## src/rtl/pipe_hazard_ctrl.sv

```systemverilog
// pipe_hazard_ctrl: stall/flush sequencer for the 5-stage pipeline.
// Inputs: hazard sources (ID regs, EX load/branch, im/dm busy).
// Outputs: pc_write, per-register hold/flush, wait_state, timeout_err.
// Optional STALL_PERF_EN adds perf_stall_cyc / perf_flush_cnt.
module pipe_hazard_ctrl #(
  parameter int MAX_WAIT = 256
`ifdef STALL_PERF_EN
  , parameter int CNT_W = 32
`endif
) (
  input  logic       clk,
  input  logic       rst,
  input  logic [4:0] id_rs1_addr,
  input  logic [4:0] id_rs2_addr,
  input  logic       id_use_rs1,
  input  logic       id_use_rs2,
  input  logic       ex_memread,
  input  logic [4:0] ex_rd_addr,
  input  logic       ex_branch_taken,
  input  logic       im_stall,
  input  logic       dm_stall,
  output logic       pc_write,
  output logic       ifid_hold,
  output logic       ifid_flush,
  output logic       idex_hold,
  output logic       idex_flush,
  output logic       exmem_hold,
  output logic       memwb_hold,
  output logic       wait_state,
  output logic       timeout_err
`ifdef STALL_PERF_EN
  , output logic [CNT_W-1:0] perf_stall_cyc
  , output logic [CNT_W-1:0] perf_flush_cnt
`endif
);

  localparam int WW = $clog2(MAX_WAIT + 1);
  localparam logic [WW-1:0] WMAX = WW'(MAX_WAIT);

  typedef enum logic {
    S_RUN,
    S_WAIT
  } state_t;

  state_t        state_q, state_d;
  logic          pend_q, pend_d;
  logic [WW-1:0] cnt_q, cnt_d;
  logic          to_q, to_set;

  logic mem_busy, redirect, load_use;
  logic rs1_hit, rs2_hit, do_redir;

  always_ff @(posedge clk or posedge rst) begin
    if (rst) begin
      state_q <= S_RUN;
      pend_q  <= 1'b0;
      cnt_q   <= '0;
      to_q    <= 1'b0;
    end else begin
      state_q <= state_d;
      pend_q  <= pend_d;
      cnt_q   <= cnt_d;
      to_q    <= to_q | to_set;
    end
  end

  always_comb begin
    mem_busy = im_stall | dm_stall;
    redirect = ex_branch_taken | pend_q;
    rs1_hit  = id_use_rs1 && (id_rs1_addr == ex_rd_addr);
    rs2_hit  = id_use_rs2 && (id_rs2_addr == ex_rd_addr);
    load_use = ex_memread && (ex_rd_addr != 5'd0)
               && (rs1_hit || rs2_hit);
    do_redir = !mem_busy && redirect;

    state_d = mem_busy ? S_WAIT : S_RUN;

    // A redirect seen under a stall is replayed on release.
    pend_d = pend_q;
    if (ex_branch_taken && mem_busy)
      pend_d = 1'b1;
    else if (do_redir)
      pend_d = 1'b0;

    // cnt_q is the number of busy cycles before this one
    // in the current episode, capped at MAX_WAIT.
    cnt_d = '0;
    if (mem_busy)
      cnt_d = (cnt_q == WMAX) ? cnt_q : cnt_q + 1'b1;
    to_set = mem_busy && (cnt_q == WMAX);

    pc_write    = 1'b0;
    ifid_hold   = 1'b0;
    ifid_flush  = 1'b0;
    idex_hold   = 1'b0;
    idex_flush  = 1'b0;
    exmem_hold  = 1'b0;
    memwb_hold  = 1'b0;
    wait_state  = 1'b0;
    timeout_err = 1'b0;

    if (!rst) begin
      wait_state  = (state_q == S_WAIT);
      timeout_err = to_q | to_set;
      if (mem_busy) begin
        ifid_hold  = 1'b1;
        idex_hold  = 1'b1;
        exmem_hold = 1'b1;
        memwb_hold = 1'b1;
      end else if (redirect) begin
        pc_write   = 1'b1;
        ifid_flush = 1'b1;
        idex_flush = 1'b1;
      end else if (load_use) begin
        ifid_hold  = 1'b1;
        idex_flush = 1'b1;
      end else begin
        pc_write = 1'b1;
      end
    end
  end

`ifdef STALL_PERF_EN
  always_ff @(posedge clk or posedge rst) begin
    if (rst) begin
      perf_stall_cyc <= '0;
      perf_flush_cnt <= '0;
    end else begin
      if (!pc_write)
        perf_stall_cyc <= perf_stall_cyc + 1'b1;
      if (do_redir)
        perf_flush_cnt <= perf_flush_cnt + 1'b1;
    end
  end
`endif

endmodule
```

## config.mk

```make
export PLATFORM = sky130hd
export DESIGN_NAME = pipe_hazard_ctrl
export DESIGN_NICKNAME = d
export VERILOG_FILES = /design/src/rtl/pipe_hazard_ctrl.sv
export SDC_FILE = /design/constraint.sdc
export NUM_CORES = 1
export LEC_CHECK = 0
export ABC_AREA = 1
export CAP_MARGIN = 20
export CORE_MARGIN = 5
export CORE_UTILIZATION = 40
export CTS_CLUSTER_DIAMETER = 80
export DETAILED_ROUTE_END_ITERATION = 8
export PLACE_DENSITY = 0.73
export SETUP_SLACK_MARGIN = 0.5
export SYNTH_ARGS = -nofsm -noshare
export SYNTH_HDL_FRONTEND = slang
export SYNTH_SLANG_ARGS = --single-unit
```

## constraint.sdc

```tcl
create_clock -name clk -period 1.7 [get_ports clk]
set_input_delay 0.255 -clock clk [delete_from_list [all_inputs] [get_ports clk]]
set_output_delay 0.255 -clock clk [all_outputs]
set_load 0.1 [all_outputs]
```

==> impl_results.rst <==
.. list-table::
   :header-rows: 1

   * - Metric
     - Value
   * - Setup violators final
     - 5
   * - Share of Yosys cell area claimed by the top area cell type
     - 34.9%
   * - Post-route total power
     - 1.27 mW
   * - Max IR drop VDD
     - 0.000673 V
   * - Register-to-register setup slack
     - -0.36 ns
   * - Hold WC Path Type
     - input pin to async pin
   * - Met2 routing resource usage after global routing
     - 42.6%
   * - CP Cell Sequence
     - inv_2 -> ha_4 -> nand4_1 -> nor3_2 -> nand3_2 -> a21oi_4 -> buf_12
   * - Sw Share
     - 42.1%
   * - Clock root buffer
     - sky130_fd_sc_hd__clkbuf_4
   * - Synthesized area per cell
     - 6.56 µm²
   * - Flip-flop and latch count after synthesis
     - 12
   * - Final non-filler cell total
     - 222
   * - Effective utilization at floorplan
     - 42.9%
   * - Instance count after placement with tap cells included
     - 196
   * - Max-cap check violation count
     - 0
   * - Grt met1 use
     - 21.6%
   * - H-Tree Depth
     - 1
   * - Post-layout worst setup margin
     - -0.407 ns
   * - Minimum setup slack after placement
     - -0.424 ns
   * - Launch point of the worst reg-to-reg path
     - cnt_q[1]
   * - Area of the mapped netlist
     - 860 µm²
   * - Gate power share
     - 50.2%
   * - Die outline area
     - 3180 µm²
   * - Number of global-route vias before repair
     - 1172
   * - Status
     - finished with violations
   * - Post-DRT Antenna Nets
     - 0
   * - Master of the slowest instance on the critical path
     - sky130_fd_sc_hd__dfrtp_1
   * - Vias per std cell
     - 5.37
   * - Violated checks
     - setup timing
   * - Asr flop ratio synth
     - 100%
   * - Maximum operating frequency
     - 475 MHz
   * - Final cell utilization of the core
     - 91.4%
   * - Final global-route overflow total
     - 0
   * - Startpoint type of the worst setup path
     - flip-flop
   * - Total power divided by cell area
     - 692 nW/µm²
   * - Iter 0 DRT Violations
     - 77
   * - Number of buffer cells added on primary ports
     - 31
   * - Post-detailed-placement half-perimeter wirelength
     - 2.06 mm
   * - Routing layer with the top usage in global route
     - met2
   * - DIE WIDTH
     - 56.4 µm
   * - Relative contribution of the clock network to total power
     - 19.4%
   * - Storage element area
     - 300 µm²
   * - Critical Path Max Stage Delay
     - 0.41 ns
   * - Wire length of the first global-routing pass
     - 5.35 mm
   * - Number of endpoints with negative hold slack in the final report
     - 0
   * - Sequential area share after synthesis
     - 34.9%
   * - Aggregate routed wire length
     - 4.31 mm
   * - P_int
     - 0.734 mW
   * - Yosys Warn Count
     - 0
   * - Layout Area Growth over Synthesis
     - 113%
   * - Clock buffer count from CTS
     - 3
   * - Total number of clock tree sinks
     - 12
   * - Critical Path RT
     - 1.44 ns
   * - Die Span Y
     - 56.4 µm
   * - Worst Hold Margin
     - 0.0421 ns
   * - Pin count of the biggest net entering global routing
     - 13
   * - Total inserted antenna cells
     - 0
   * - DR vias
     - 1193
   * - Layout Skew
     - 0.00771 ns
   * - Maximum fanout encountered on the critical timing path
     - 2
   * - Top cells by area, synth
     - sky130_fd_sc_hd__dfrtp_1, sky130_fd_sc_hd__nand2_1, sky130_fd_sc_hd__inv_1, sky130_fd_sc_hd__nor2_1, sky130_fd_sc_hd__nand3_1
   * - Total nets after synthesis
     - 156
   * - Grt met3 use
     - 7.80%
   * - Leakage power
     - 0.884 nW
   * - Overall routing resource usage
     - 22.3%
   * - Number of buffers on the longest clock path
     - 2
   * - Fill cells
     - 75
   * - Number of slew-limit violations in the final report
     - 0
   * - I/O pins
     - 32
   * - Avg WL per Cell
     - 19.4 µm
   * - Combined area of the multi-input logic cells
     - 649 µm²
   * - Tightest Pin Transition
     - 0.316 ns
   * - Later-pin clock latency in the skew report
     - 0.30 ns
   * - Number of standard-cell rows in the floorplan
     - 16
   * - RSZ-0062 raised after global routing
     - yes
   * - Clock-pin slew reported for the worst setup and hold paths after clock tree synthesis
     - 0.09 ns
   * - Post-synth EDFFs
     - 0
   * - Sequential fraction of design power
     - 30.4%
   * - Number of distinct library cells after synthesis
     - 18
   * - Number of cell instances on the worst register-to-register path
     - 15
   * - Net count of the finished layout
     - 221
   * - Initial antenna violation count
     - 0
   * - Switching power total
     - 0.533 mW
   * - Top cell types by occurrence after synthesis
     - sky130_fd_sc_hd__nand2_1, sky130_fd_sc_hd__inv_1, sky130_fd_sc_hd__nor2_1, sky130_fd_sc_hd__dfrtp_1, sky130_fd_sc_hd__nand3_1
   * - Start-to-end type of the worst setup path
     - flip-flop to primary output
   * - Data arrival time of the critical path
     - 1.85 ns
   * - Reg2Reg Capture Point
     - cnt_q[1]
   * - Normalized max-slew margin
     - 78.9%
   * - Area of the core
     - 2000 µm²
   * - TritonCTS clock tree
     - yes
   * - Fraction of final layout cells sized beyond drive strength 1
     - 57.4%
   * - Final critical path time including I/O delays and setup
     - 2.11 ns
   * - Number of instances in the synthesized netlist
     - 131
   * - Most common cell in the netlist
     - sky130_fd_sc_hd__nand2_1
   * - Placer Congestion
     - 0.832
   * - Number of optimization iterations in the first detailed-route pass
     - 5
   * - Crit. End Element
     - primary output
   * - Dominant synthesized flop cell
     - sky130_fd_sc_hd__dfrtp_1
   * - Cell type with the largest total area after synthesis
     - sky130_fd_sc_hd__dfrtp_1
   * - Final routed DRC violation total
     - 0
   * - Final clock period utilization by the worst path
     - 124%
[worst max-delay path: cells and delay by family (launching register included)]
kind | cells | cell delay [ns]
adders and majority gates | 1 | 0.13
and+or+nand+nor | 3 | 0.53
AOI/OAI and AO/OA | 1 | 0.21
buffers and inverters | 2 | 0.28
DFF | 1 | 0.41
[cells in the final DEF (no fill, tap or decap), types with 3 or more instances in the layout]
cell type / instances
sky130_fd_sc_hd__nand2_1: 24
sky130_fd_sc_hd__buf_6: 22
sky130_fd_sc_hd__buf_4: 18
sky130_fd_sc_hd__nor2_1: 15
sky130_fd_sc_hd__inv_1: 12
sky130_fd_sc_hd__dfrtp_1: 12
sky130_fd_sc_hd__nand2_2: 10
sky130_fd_sc_hd__buf_12: 9
sky130_fd_sc_hd__buf_2: 7
sky130_fd_sc_hd__nor2_4: 6
sky130_fd_sc_hd__nand4_1: 4
sky130_fd_sc_hd__nand3_1: 4
sky130_fd_sc_hd__inv_2: 4
sky130_fd_sc_hd__inv_8: 4
sky130_fd_sc_hd__nand3_4: 4
sky130_fd_sc_hd__nand3_2: 3
sky130_fd_sc_hd__o21ai_1: 3
sky130_fd_sc_hd__o21ai_2: 3
sky130_fd_sc_hd__a21oi_4: 3
sky130_fd_sc_hd__clkbuf_4: 3
sky130_fd_sc_hd__dlygate4sd2_1: 3
[how the worst max path moves through the flow]
stage | end | slack (ns) | cells past startpoint | start
finish | timeout_err | -0.41 | 7 | cnt_q[1]
global route | timeout_err | -0.46 | 7 | cnt_q[0]
CTS | timeout_err | -0.23 | 7 | cnt_q[0]
detailed placement | pc_write | -0.42 | 11 | ex_rd_addr[2]
global placement | ifid_hold | -0.33 | 10 | ex_rd_addr[2]
floorplan | timeout_err | -0.11 | 6 | cnt_q[0]
[power groups by stage]
stage	clock [mW]	combinational, mW	sequential, mW
2_1_floorplan	0	0.263	0.369
3_3_place_gp	0	0.434	0.368
3_5_place_dp	0	0.449	0.374
4_1_cts	0.245	0.540	0.370
5_1_grt	0.259	0.666	0.387
6_report	0.246	0.636	0.385
[area by class of cell]
type	instances	area share, %
repair buffers	62	36.3
multi-input cells	91	35.5
flip-flops and latches	12	16.4
inverters	26	7.93
clock buffers	4	1.98
well taps	27	1.85
[per-stage QoR]
step	TNS [ns]	instance area [µm²]
final	-1.79	1830
after global routing	-2.11	1830
after CTS	-0.608	1690
after detailed placement	-1.17	1480
after global placement	-0.939	1480
after floorplan	-0.109	1010
[registers in the layout (all words and copies together), names as in the netlist]
name,count
state_q,1
cnt_q,9
pend_q,1
to_q,1
[per-layer routing]
metal | share of wire [%] | routed length (µm)
met1 | 37 | 1610
met2 | 53 | 2280
met3 | 6.8 | 294
met4 | 3.1 | 132
met5 | 0 | 0
[logic make-up after synthesis]
kind of cell | after synthesis | synth area share (%)
and+or+nand+nor | 74 | 39.4
buffers and inverters | 28 | 13.1
AOI/OAI and AO/OA | 13 | 7.57
DFF | 12 | 34.9
xor gates and xnor gates | 2 | 2.04
adders and majority gates | 2 | 2.91
[repair_timing]
action | 4_1_cts | 5_1_grt
buffers inserted | 13 | 9
endpoints found under the setup margin | 16 | 19
hold endpoints to repair | 0 | 0
pin swaps | 28 | 16
gates resized for setup | 129 | 18
hold buffers | 0 | 0
Power figures use the tool's default switching activity.
